==> config.mk <==
export PLATFORM = sky130hd
export DESIGN_NAME = storage_reader
export DESIGN_NICKNAME = d
export VERILOG_FILES = /design/src/rtl/storage_pkg.sv /design/src/rtl/wrap_counter.sv /design/src/rtl/storage_reader.sv
export SDC_FILE = /design/constraint.sdc
export NUM_CORES = 1
export LEC_CHECK = 0
export BUFFER_PORTS_ARGS = -buffer_cell sky130_fd_sc_hd__buf_2
export CAP_MARGIN = 20
export CELL_PAD_IN_SITES_DETAIL_PLACEMENT = 0
export CELL_PAD_IN_SITES_GLOBAL_PLACEMENT = 2
export CORE_ASPECT_RATIO = 0.9
export CORE_UTILIZATION = 31
export DETAILED_ROUTE_END_ITERATION = 12
export GPL_TIMING_DRIVEN = 0
export PLACE_DENSITY_LB_ADDON = 0.1
export RECOVER_POWER = 25
export SKIP_CTS_REPAIR_TIMING = 1
export SLEW_MARGIN = 25
export SYNTH_ARGS = -nofsm -noshare
export SYNTH_HDL_FRONTEND = slang
export SYNTH_SLANG_ARGS = --single-unit
==> constraint.sdc <==
create_clock -name clk -period 2.7 [get_ports clk]
set_clock_uncertainty 0.2 [all_clocks]
set_input_delay 0.27 -clock clk [delete_from_list [all_inputs] [get_ports clk]]
set_output_delay 0.27 -clock clk [all_outputs]
set_load 0.02 [all_outputs]
==> src/rtl/storage_pkg.sv <==
// Shared constants and FSM state encoding for the 4 x 8-bit storage system.
// Contents: DATA_W/ADDR_W/DEPTH storage geometry and the read-sequencer state enum.
package storage_pkg;

  localparam int unsigned DATA_W = 8;
  localparam int unsigned ADDR_W = 2;
  localparam int unsigned DEPTH  = 4;

  typedef enum logic [2:0] {
    IDLE,
    ADDR,
    CAP,
    SEND,
    FIN
  } state_t;

endpackage

==> src/rtl/wrap_counter.sv <==
// Loadable modulo-DEPTH address counter with a decrementing remaining-count.
// Ports:
//   clk, rst     - clock, synchronous active-high reset
//   i_load       - load i_addr and clamped i_count
//   i_addr       - first address of the burst
//   i_count      - requested word count (clamped to DEPTH on load)
//   i_step       - advance to the next address, one fewer word remaining
//   o_addr       - current address (registered)
//   o_is_last    - exactly one word remains (registered)
module wrap_counter #(
  parameter int unsigned ADDR_W = storage_pkg::ADDR_W,
  parameter int unsigned DEPTH  = storage_pkg::DEPTH
) (
  input  logic              clk,
  input  logic              rst,
  input  logic              i_load,
  input  logic [ADDR_W-1:0] i_addr,
  input  logic [ADDR_W:0]   i_count,
  input  logic              i_step,
  output logic [ADDR_W-1:0] o_addr,
  output logic              o_is_last
);

  localparam int unsigned CNT_W = ADDR_W + 1;

  logic [ADDR_W-1:0] r_addr;
  logic [CNT_W-1:0]  r_remaining;
  logic              r_is_last;

  logic [CNT_W-1:0]  w_eff_count;
  logic [ADDR_W-1:0] w_next_addr;

  // Requests larger than the storage read every word exactly once.
  assign w_eff_count = (i_count > CNT_W'(DEPTH)) ? CNT_W'(DEPTH) : i_count;

  // Explicit wrap keeps the counter correct even for non-power-of-two depths.
  assign w_next_addr = (r_addr == ADDR_W'(DEPTH - 1)) ? '0 : r_addr + ADDR_W'(1);

  // Address/remaining state; is_last is precomputed so it is a clean register.
  always_ff @(posedge clk) begin
    if (rst) begin
      r_addr      <= '0;
      r_remaining <= '0;
      r_is_last   <= 1'b0;
    end else if (i_load) begin
      r_addr      <= i_addr;
      r_remaining <= w_eff_count;
      r_is_last   <= (w_eff_count == CNT_W'(1));
    end else if (i_step) begin
      r_addr      <= w_next_addr;
      r_remaining <= r_remaining - CNT_W'(1);
      r_is_last   <= (r_remaining == CNT_W'(2));
    end
  end

  assign o_addr    = r_addr;
  assign o_is_last = r_is_last;

endmodule

==> src/rtl/storage_reader.sv <==
// Read-side sequencer: walks a wrap-around address range of the storage and
// streams each fetched word over a valid/ready handshake.
// Ports:
//   clk, rst     - clock, synchronous active-high reset
//   start        - begin a burst (sampled in IDLE only)
//   start_addr   - first address, sampled with start
//   count        - words to read (clamped to DEPTH), sampled with start
//   mem_addr     - address to the storage read port (registered)
//   mem_q        - storage read data, valid the cycle after mem_addr changes
//   m_data       - streamed word (registered)
//   m_valid      - m_data valid (registered)
//   m_ready      - consumer accepts the word
//   busy         - FSM not in IDLE (registered)
//   done         - one-cycle end-of-burst pulse (registered)
module storage_reader #(
  parameter int unsigned DATA_W = storage_pkg::DATA_W,
  parameter int unsigned ADDR_W = storage_pkg::ADDR_W,
  parameter int unsigned DEPTH  = storage_pkg::DEPTH
) (
  input  logic              clk,
  input  logic              rst,
  input  logic              start,
  input  logic [ADDR_W-1:0] start_addr,
  input  logic [ADDR_W:0]   count,
  output logic [ADDR_W-1:0] mem_addr,
  input  logic [DATA_W-1:0] mem_q,
  output logic [DATA_W-1:0] m_data,
  output logic              m_valid,
  input  logic              m_ready,
  output logic              busy,
  output logic              done
);

  import storage_pkg::*;

  state_t            r_state;
  logic [DATA_W-1:0] r_data;
  logic              r_valid;
  logic              r_busy;
  logic              r_done;

  logic              w_load;
  logic              w_step;
  logic              w_xfer;
  logic [ADDR_W-1:0] w_addr;
  logic              w_is_last;

  assign w_xfer = (r_state == SEND) && r_valid && m_ready;

  // Empty bursts never touch the counter, so mem_addr keeps its last value.
  assign w_load = (r_state == IDLE) && start && (count != '0);

  // The final handshake does not step, leaving mem_addr on the last word read.
  assign w_step = w_xfer && !w_is_last;

  wrap_counter #(
    .ADDR_W (ADDR_W),
    .DEPTH  (DEPTH)
  ) u_wrap_counter (
    .clk       (clk),
    .rst       (rst),
    .i_load    (w_load),
    .i_addr    (start_addr),
    .i_count   (count),
    .i_step    (w_step),
    .o_addr    (w_addr),
    .o_is_last (w_is_last)
  );

  // Burst FSM with registered outputs.
  always_ff @(posedge clk) begin
    if (rst) begin
      r_state <= IDLE;
      r_data  <= '0;
      r_valid <= 1'b0;
      r_busy  <= 1'b0;
      r_done  <= 1'b0;
    end else begin
      r_done <= 1'b0;
      case (r_state)
        IDLE: begin
          if (start) begin
            r_busy <= 1'b1;
            if (count == '0) begin
              r_state <= FIN;
              r_done  <= 1'b1;
            end else begin
              r_state <= ADDR;
            end
          end
        end
        ADDR: r_state <= CAP;
        CAP: begin
          r_data  <= mem_q;
          r_valid <= 1'b1;
          r_state <= SEND;
        end
        SEND: begin
          if (w_xfer) begin
            r_valid <= 1'b0;
            if (w_is_last) begin
              r_state <= FIN;
              r_done  <= 1'b1;
            end else begin
              r_state <= ADDR;
            end
          end
        end
        FIN: begin
          r_state <= IDLE;
          r_busy  <= 1'b0;
        end
        default: begin
          r_state <= IDLE;
          r_valid <= 1'b0;
          r_busy  <= 1'b0;
        end
      endcase
    end
  end

  assign mem_addr = w_addr;
  assign m_data   = r_data;
  assign m_valid  = r_valid;
  assign busy     = r_busy;
  assign done     = r_done;

endmodule

==> flow_metrics.env, run 1 <==
export IMPL_ys_seq_area_share_pct=42.8
export IMPL_grt_max_degree=11
export IMPL_cts_sinks=20
export IMPL_cts_tree="built"
export IMPL_grt_total_usage_pct=12.6
export IMPL_initial_core_util_pct=33.2
export IMPL_fin_util_pct=41.8
export IMPL_dp_hpwl_um=1400
export IMPL_endpoint_kind="register"
export IMPL_yosys_register_bits=20
export IMPL_antenna_cells=0
export IMPL_p_per_area_nw_per_um2=547
export IMPL_setup_ws_ns=0.905
export IMPL_fmax_mhz=557
export IMPL_dp_slack_ns=1.11
export IMPL_drtAntennaViolNets=0
export IMPL_yosys_area_top_type="dfxtp_1"
export IMPL_p_switching_mw=0.199
export IMPL_htreeDepth=1
export IMPL_hold_class="in2reg"
export IMPL_intPower_mw=0.445
export IMPL_syn_area_per_cell_um2=9.75
export IMPL_start_kind="register"
export IMPL_power_mw=0.644
export IMPL_synth_cell_area_um2=936
export IMPL_clockRootBuffer="clkbuf_4"
export IMPL_arrival_ns=1.78
export IMPL_insertion_delay_ns=0.30
export IMPL_nets=153
export IMPL_combPwrFrac_pct=25.2
export IMPL_rsz0062_at_grt="false"
export IMPL_synth_cell_type_count=31
export IMPL_numCtsBuffers=3
export IMPL_yosysTopAreaCellShare_pct=42.8
export IMPL_tightest_slew_ns=0.498
export IMPL_drtIter0Drc=18
export IMPL_die_area_um2=3240
export IMPL_synth_edf_count=0
export IMPL_maxSlewViolCount=0
export IMPL_place_gp_congestion=0.732
export IMPL_drv_cap=0
export IMPL_via_per_inst=4.49
export IMPL_gr_total_overflow=0
export IMPL_io_buffers=28
export IMPL_syn2layout_area_growth_pct=25.8
export IMPL_grt_pass1_vias=652
export IMPL_path_class="reg2reg"
export IMPL_clkSlewWorstSetupHoldPaths_ns=0.11
export IMPL_drt_first_pass_iters=4
export IMPL_ir_drop_mv=0.268
export IMPL_cpLargestDelayFamily="buffers and inverters"
export IMPL_dp_cells=164
export IMPL_synth_fp_nets=116
export IMPL_worstPathCellList="clkbuf_1, nor3b_1, buf_4, mux2i_1, nor2_1"
export IMPL_placed_area_um2=1130
export IMPL_synthTopCellsByArea="dfxtp_1 (43%), mux2i_1 (11%), nor2_1 (6.0%), ha_1 (4.0%), a211oi_1 (3.2%)"
export IMPL_p_leak_nw=0.473
export IMPL_wl_um=1880
export IMPL_hold_ws_ns=0.000372
export IMPL_grt_pass1_wl_um=2910
export IMPL_finalSetupTns_ns=0
export IMPL_die_width_um=59.9
export IMPL_core_um2=2820
export IMPL_synthFlopType="dfxtp_1"
export IMPL_crit_buf_inv=2
export IMPL_drive_above_1_share_pct=25.2
export IMPL_post_drt_wl_per_cell_um=11.0
export IMPL_io_pins=30
export IMPL_cpPeakStageDelay_ns=0.39
export IMPL_swShare_pct=30.9
export IMPL_outcome="complete, no violations"
export IMPL_final_period_utilization_pct=66.5
export IMPL_fin_area_um2=1180
export IMPL_core_rowCount=18
export IMPL_worstPathRequired_ns=2.69
export IMPL_yosysWarningCount=0
export IMPL_die_y_um=54.1
export IMPL_period_needed_ns=1.79
export IMPL_cts_buffer_depth=2
export IMPL_hold_violations=0
export IMPL_num_vias=768
export IMPL_antenna_found_initial=0
export IMPL_clockPowerShare_pct=21.8
export IMPL_crit_slowest_cell="dfxtp_1"
export IMPL_synthArstFlopShare_pct=0
export IMPL_setup_viol=0
export IMPL_slew_limit_headroom_pct=66.8
export IMPL_crit_fanout=10
export IMPL_final_cells=171
export IMPL_drc=0
export IMPL_netlist_instances=96
export IMPL_pwr_share_seq_pct=53.0
==> power by group through the flow <==
| stage | Sequential [mW] | Combinational, mW | Clock [mW] |
|---|---|---|---|
| 4_1_cts | 0.341 | 0.164 | 0.151 |
| 3_3_place_gp | 0.347 | 0.161 | 0 |
| 5_1_grt | 0.344 | 0.181 | 0.164 |
| 6_report | 0.341 | 0.163 | 0.140 |
| 2_1_floorplan | 0.366 | 0.0975 | 0 |
| 3_5_place_dp | 0.348 | 0.163 | 0 |
==> worst register-to-register path, cell delays in order (launching register included) <==
cell      delay, ns
dfxtp_1        0.39
clkbuf_1       0.38
nor3b_1        0.23
buf_4          0.22
mux2i_1        0.21
nor2_1         0.05
==> flip-flops by register name (all words and copies together), names as in the netlist <==
register,flops
u_wrap_counter.o_addr,2
u_wrap_counter.r_remaining,3
m_valid,1
busy,1
m_data,8
done,1
r_state,3
u_wrap_counter.o_is_last,1
==> cells in the final DEF, fill, tap and decap left out, types with 2 or more instances in the layout <==
| master | count |
|---|---|
| buf_2 | 23 |
| dfxtp_1 | 20 |
| nor2_1 | 15 |
| mux2i_1 | 10 |
| clkbuf_1 | 9 |
| a21oi_1 | 5 |
| inv_1 | 4 |
| nor3_1 | 4 |
| a211oi_1 | 4 |
| nand2_1 | 4 |
| dlygate4sd3_1 | 4 |
| nand3_1 | 3 |
| ha_1 | 3 |
| clkbuf_4 | 3 |
| xnor2_1 | 2 |
==> cell usage after synthesis (2+ instances only) <==
master / instances
a211oi_1: 4
a21oi_1: 5
buf_4: 2
clkbuf_1: 2
dfxtp_1: 20
ha_1: 3
inv_1: 4
mux2i_1: 10
nand2_1: 4
nand3_1: 3
nor2_1: 15
nor3_1: 4
xnor2_1: 2
==> layer usage <==
layer / global-route usage [%] / part of all wire (%) / vias up
li1: - / - / 413
met1: 16.8 / 51 / 342
met2: 18.3 / 45 / 13
met3: 5.05 / 4.3 / 0
met4: 4.26 / 0 / 0
met5: 0 / 0 / -
==> layout make-up <==
cell class / instances / area [um^2]
plain buffers: 6 / 35.0
flip-flops and latches: 20 / 400
multi-input cells: 66 / 482
fillers: 285 / 1640
repair buffers: 32 / 173
clock buffers: 3 / 22.5
well taps: 40 / 50.0
inverters: 4 / 15.0
==> kinds of logic (layout without fill, tap and decap cells) <==
group / after synthesis / in the layout / share of synthesized area (%)
compound gates: 16 / 16 / 12.4
buf+inv: 10 / 45 / 5.75
flops: 20 / 20 / 42.8
fa+ha+maj: 3 / 3 / 4.01
simple gates: 35 / 35 / 22.5
xor+xnor: 2 / 2 / 1.87
mux: 10 / 10 / 10.7
==> worst paths after layout <==
| path | from | slack, ns | to | cells after the start |
|---|---|---|---|---|
| max | r_state[1]$_SDFFE_PP0P_ | 0.91 | m_data[2]$_SDFFE_PP0N_ | 5 |
| min | mem_q[7] | 0.0004 | m_data[7]$_SDFFE_PP0N_ | 3 |
| max reg2reg | r_state[1]$_SDFFE_PP0P_ | 0.91 | m_data[2]$_SDFFE_PP0N_ | 5 |
| min reg2reg | m_data[3]$_SDFFE_PP0N_ | 0.30 | m_data[3]$_SDFFE_PP0N_ | 2 |
No activity file was read; power rests on OpenSTA's default activity.
==> inputs of run 2 (changes only) <==
--- a/config.mk
+++ b/config.mk
@@ -10,7 +10,7 @@
 export CELL_PAD_IN_SITES_DETAIL_PLACEMENT = 0
 export CELL_PAD_IN_SITES_GLOBAL_PLACEMENT = 2
 export CORE_ASPECT_RATIO = 0.9
-export CORE_UTILIZATION = 31
+export CORE_UTILIZATION = 26
 export DETAILED_ROUTE_END_ITERATION = 12
 export GPL_TIMING_DRIVEN = 0
 export PLACE_DENSITY_LB_ADDON = 0.1
==> constraint.sdc (replaced) <==
create_clock -name clk -period 1.5 [get_ports clk]
set_clock_uncertainty 0.2 [all_clocks]
set_input_delay 0.15 -clock clk [delete_from_list [all_inputs] [get_ports clk]]
set_output_delay 0.15 -clock clk [all_outputs]
set_load 0.02 [all_outputs]
==> run 2 against run 1 <==
The run now ends with hold timing, setup timing left. Final area increased by 14%. Critical path depth decreased by 1. Die area increased by 19%. Non-clock buffer count increased by 10. Count of clock-buffer cells in the layout increased by 1. Hold slack got worse by 0.027 ns. First-iteration DRC count unchanged. Clock power increased to 3.0 times the previous value. Global-route usage decreased by 1.0 points. Combinational power increased by 110%. Largest cell class unchanged. Highest routed layer unchanged.
==> flow_metrics.env, run 2 (synthesis gave the netlist of run 1 again) <==
export IMPL_outcome="finished with violations"
export IMPL_violations="hold timing, setup timing"
export IMPL_hold_ws_ns=-0.0268
export IMPL_dp_hpwl_um=1550
export IMPL_core_um2=3400
export IMPL_wl_met3_um=99
export IMPL_initial_core_util_pct=27.5
export IMPL_setup_ws_ns=-0.0319
export IMPL_endpoint_kind="register"
export IMPL_num_vias=844
export IMPL_start_kind="register"
export IMPL_p_per_area_nw_per_um2=1030
export IMPL_drt_first_pass_iters=4
export IMPL_arrival_ns=1.50
export IMPL_htreeDepth=1
export IMPL_via_per_inst=4.54
export IMPL_drtIter0Drc=18
export IMPL_dp_slack_ns=-0.152
export IMPL_clockRootBuffer="clkbuf_8"
export IMPL_grt_pass1_wl_um=3270
export IMPL_cpLargestDelayFamily="simple AND/OR/NAND/NOR gates"
export IMPL_worstReg2RegEnd="u_wrap_counter.o_is_last$_SDFFE_PP0P_"
export IMPL_wl_um=2150
export IMPL_met2_length_um=1020
export IMPL_rrSetupSlack_ns=-0.03
export IMPL_drive_above_1_share_pct=33.1
export IMPL_final_period_utilization_pct=102
export IMPL_r2r_start="r_state[1]$_SDFFE_PP0P_"
export IMPL_drtAntennaViolNets=0
export IMPL_setup_viol=6
export IMPL_finalSetupTns_ns=-0.0846
export IMPL_cpPeakStageDelay_ns=0.34
export IMPL_drv_cap=0
export IMPL_place_gp_congestion=0.689
export IMPL_io_buffers=28
export IMPL_gr_total_overflow=0
export IMPL_crit_slowest_cell="dfxtp_2"
export IMPL_tightest_slew_ns=0.534
export IMPL_io_pins=30
export IMPL_cts_buffer_depth=2
export IMPL_routed_top_layer="met3"
export IMPL_crit_path_end="u_wrap_counter.o_is_last$_SDFFE_PP0P_"
export IMPL_reg2reg_depth=4
export IMPL_maxSlewViolCount=0
export IMPL_p_leak_nw=0.555
export IMPL_crit_fanout=10
export IMPL_post_drt_wl_per_cell_um=11.6
export IMPL_ir_drop_mv=0.555
export IMPL_nets=163
export IMPL_crit_cells=4
export IMPL_crit_buf_inv=1
export IMPL_hold_violations=3
export IMPL_syn2layout_area_growth_pct=43.3
export IMPL_path_class="reg2reg"
export IMPL_final_common_cell="buf_2"
export IMPL_fmax_mhz=653
export IMPL_grt_total_usage_pct=11.6
export IMPL_largest_register_ffs=8
export IMPL_numCtsBuffers=3
export IMPL_drc=0
export IMPL_antenna_cells=0
export IMPL_cp_startpoint="r_state[1]$_SDFFE_PP0P_"
export IMPL_cts_tree="built"
export IMPL_core_rowCount=20
export IMPL_clkSlewWorstSetupHoldPaths_ns=0.08
export IMPL_fin_area_um2=1340
export IMPL_die_y_um=58.9
export IMPL_die_width_um=65.2
export IMPL_fin_util_pct=39.4
export IMPL_period_needed_ns=1.53
export IMPL_rsz0062_at_grt="true"
export IMPL_slew_limit_headroom_pct=64.4
export IMPL_die_area_um2=3840
export IMPL_hold_class="in2reg"
export IMPL_worstPathRequired_ns=1.47
export IMPL_grt_max_degree=12
export IMPL_drt_met1_wl_um=1030
export IMPL_final_cell_mix="buf_2 (24), dfxtp_1 (17), nor2_1 (14)"
export IMPL_placed_area_um2=1130
export IMPL_worstPathCellList="buf_6, nor4b_4, nand2_4, a211oi_1"
export IMPL_antenna_found_initial=0
export IMPL_grt_pass1_vias=727
export IMPL_insertion_delay_ns=0.26
export IMPL_cts_sinks=20
run 2: changes by cell type in the layout (fill, tap and decap cells not counted), moves of 2 or more:
cell / previous run / this run
dlygate4sd3_1: 4 / 10
buf_6: 1 / 3
clkbuf_1: 9 / 6
buf_4: 1 / 5
dfxtp_2: 0 / 3
clkbuf_4: 3 / 0
clkbuf_8: 0 / 4
dfxtp_1: 20 / 17
run 2: how the worst min path moves through the flow:
stage                  startpoint  slack [ns]                                     to  depth (start not counted)
floorplan                mem_q[0]         0.1                 m_data[0]$_SDFFE_PP0N_                          2
global placement         mem_q[5]        0.19                 m_data[5]$_SDFFE_PP0N_                          3
detailed placement       mem_q[7]        0.20                 m_data[7]$_SDFFE_PP0N_                          3
CTS                      mem_q[1]       -0.08                 m_data[1]$_SDFFE_PP0N_                          3
global route             count[2]       0.006  u_wrap_counter.o_is_last$_SDFFE_PP0P_                          3
finish              start_addr[0]       -0.03  u_wrap_counter.o_addr[0]$_SDFFE_PP0P_                          3
run 2: stage by stage:
step                total power [mW]  hold slack, ns  instances
detailed placement             0.925           0.198        168
finish                          1.38         -0.0268        186
floorplan                      0.834          0.0972         96
global placement               0.919           0.185        168
global route                    1.45         0.00587        186
CTS                             1.35         -0.0825        172
run 2: layer usage:
metal  up-vias  track usage (%)
li1        431                -
met4         0             2.80
met1       397             14.1
met2        16             19.1
met5         -                0
met3         0             4.65
run 2: layout make-up:
class	count	area, um^2
plain buffers	6	48.8
clock buffers	4	55.1
fillers	372	2060
inverters	4	15.0
multi-input cells	66	498
flip-flops and latches	20	404
well taps	44	55.1
repair buffers	42	265
run 2: where the power goes:
group          internal (mW)  switching [mW]  leakage (nW)
clock network          0.234           0.184        0.0288
registers              0.581          0.0362         0.165
logic                  0.166           0.176         0.361
run 2: tightest hold or removal path: cells and delay by family:
kind	cells	cell delay (ns)
compound gates	1	0.05
buf+inv	1	0.09
simple gates	1	0.09
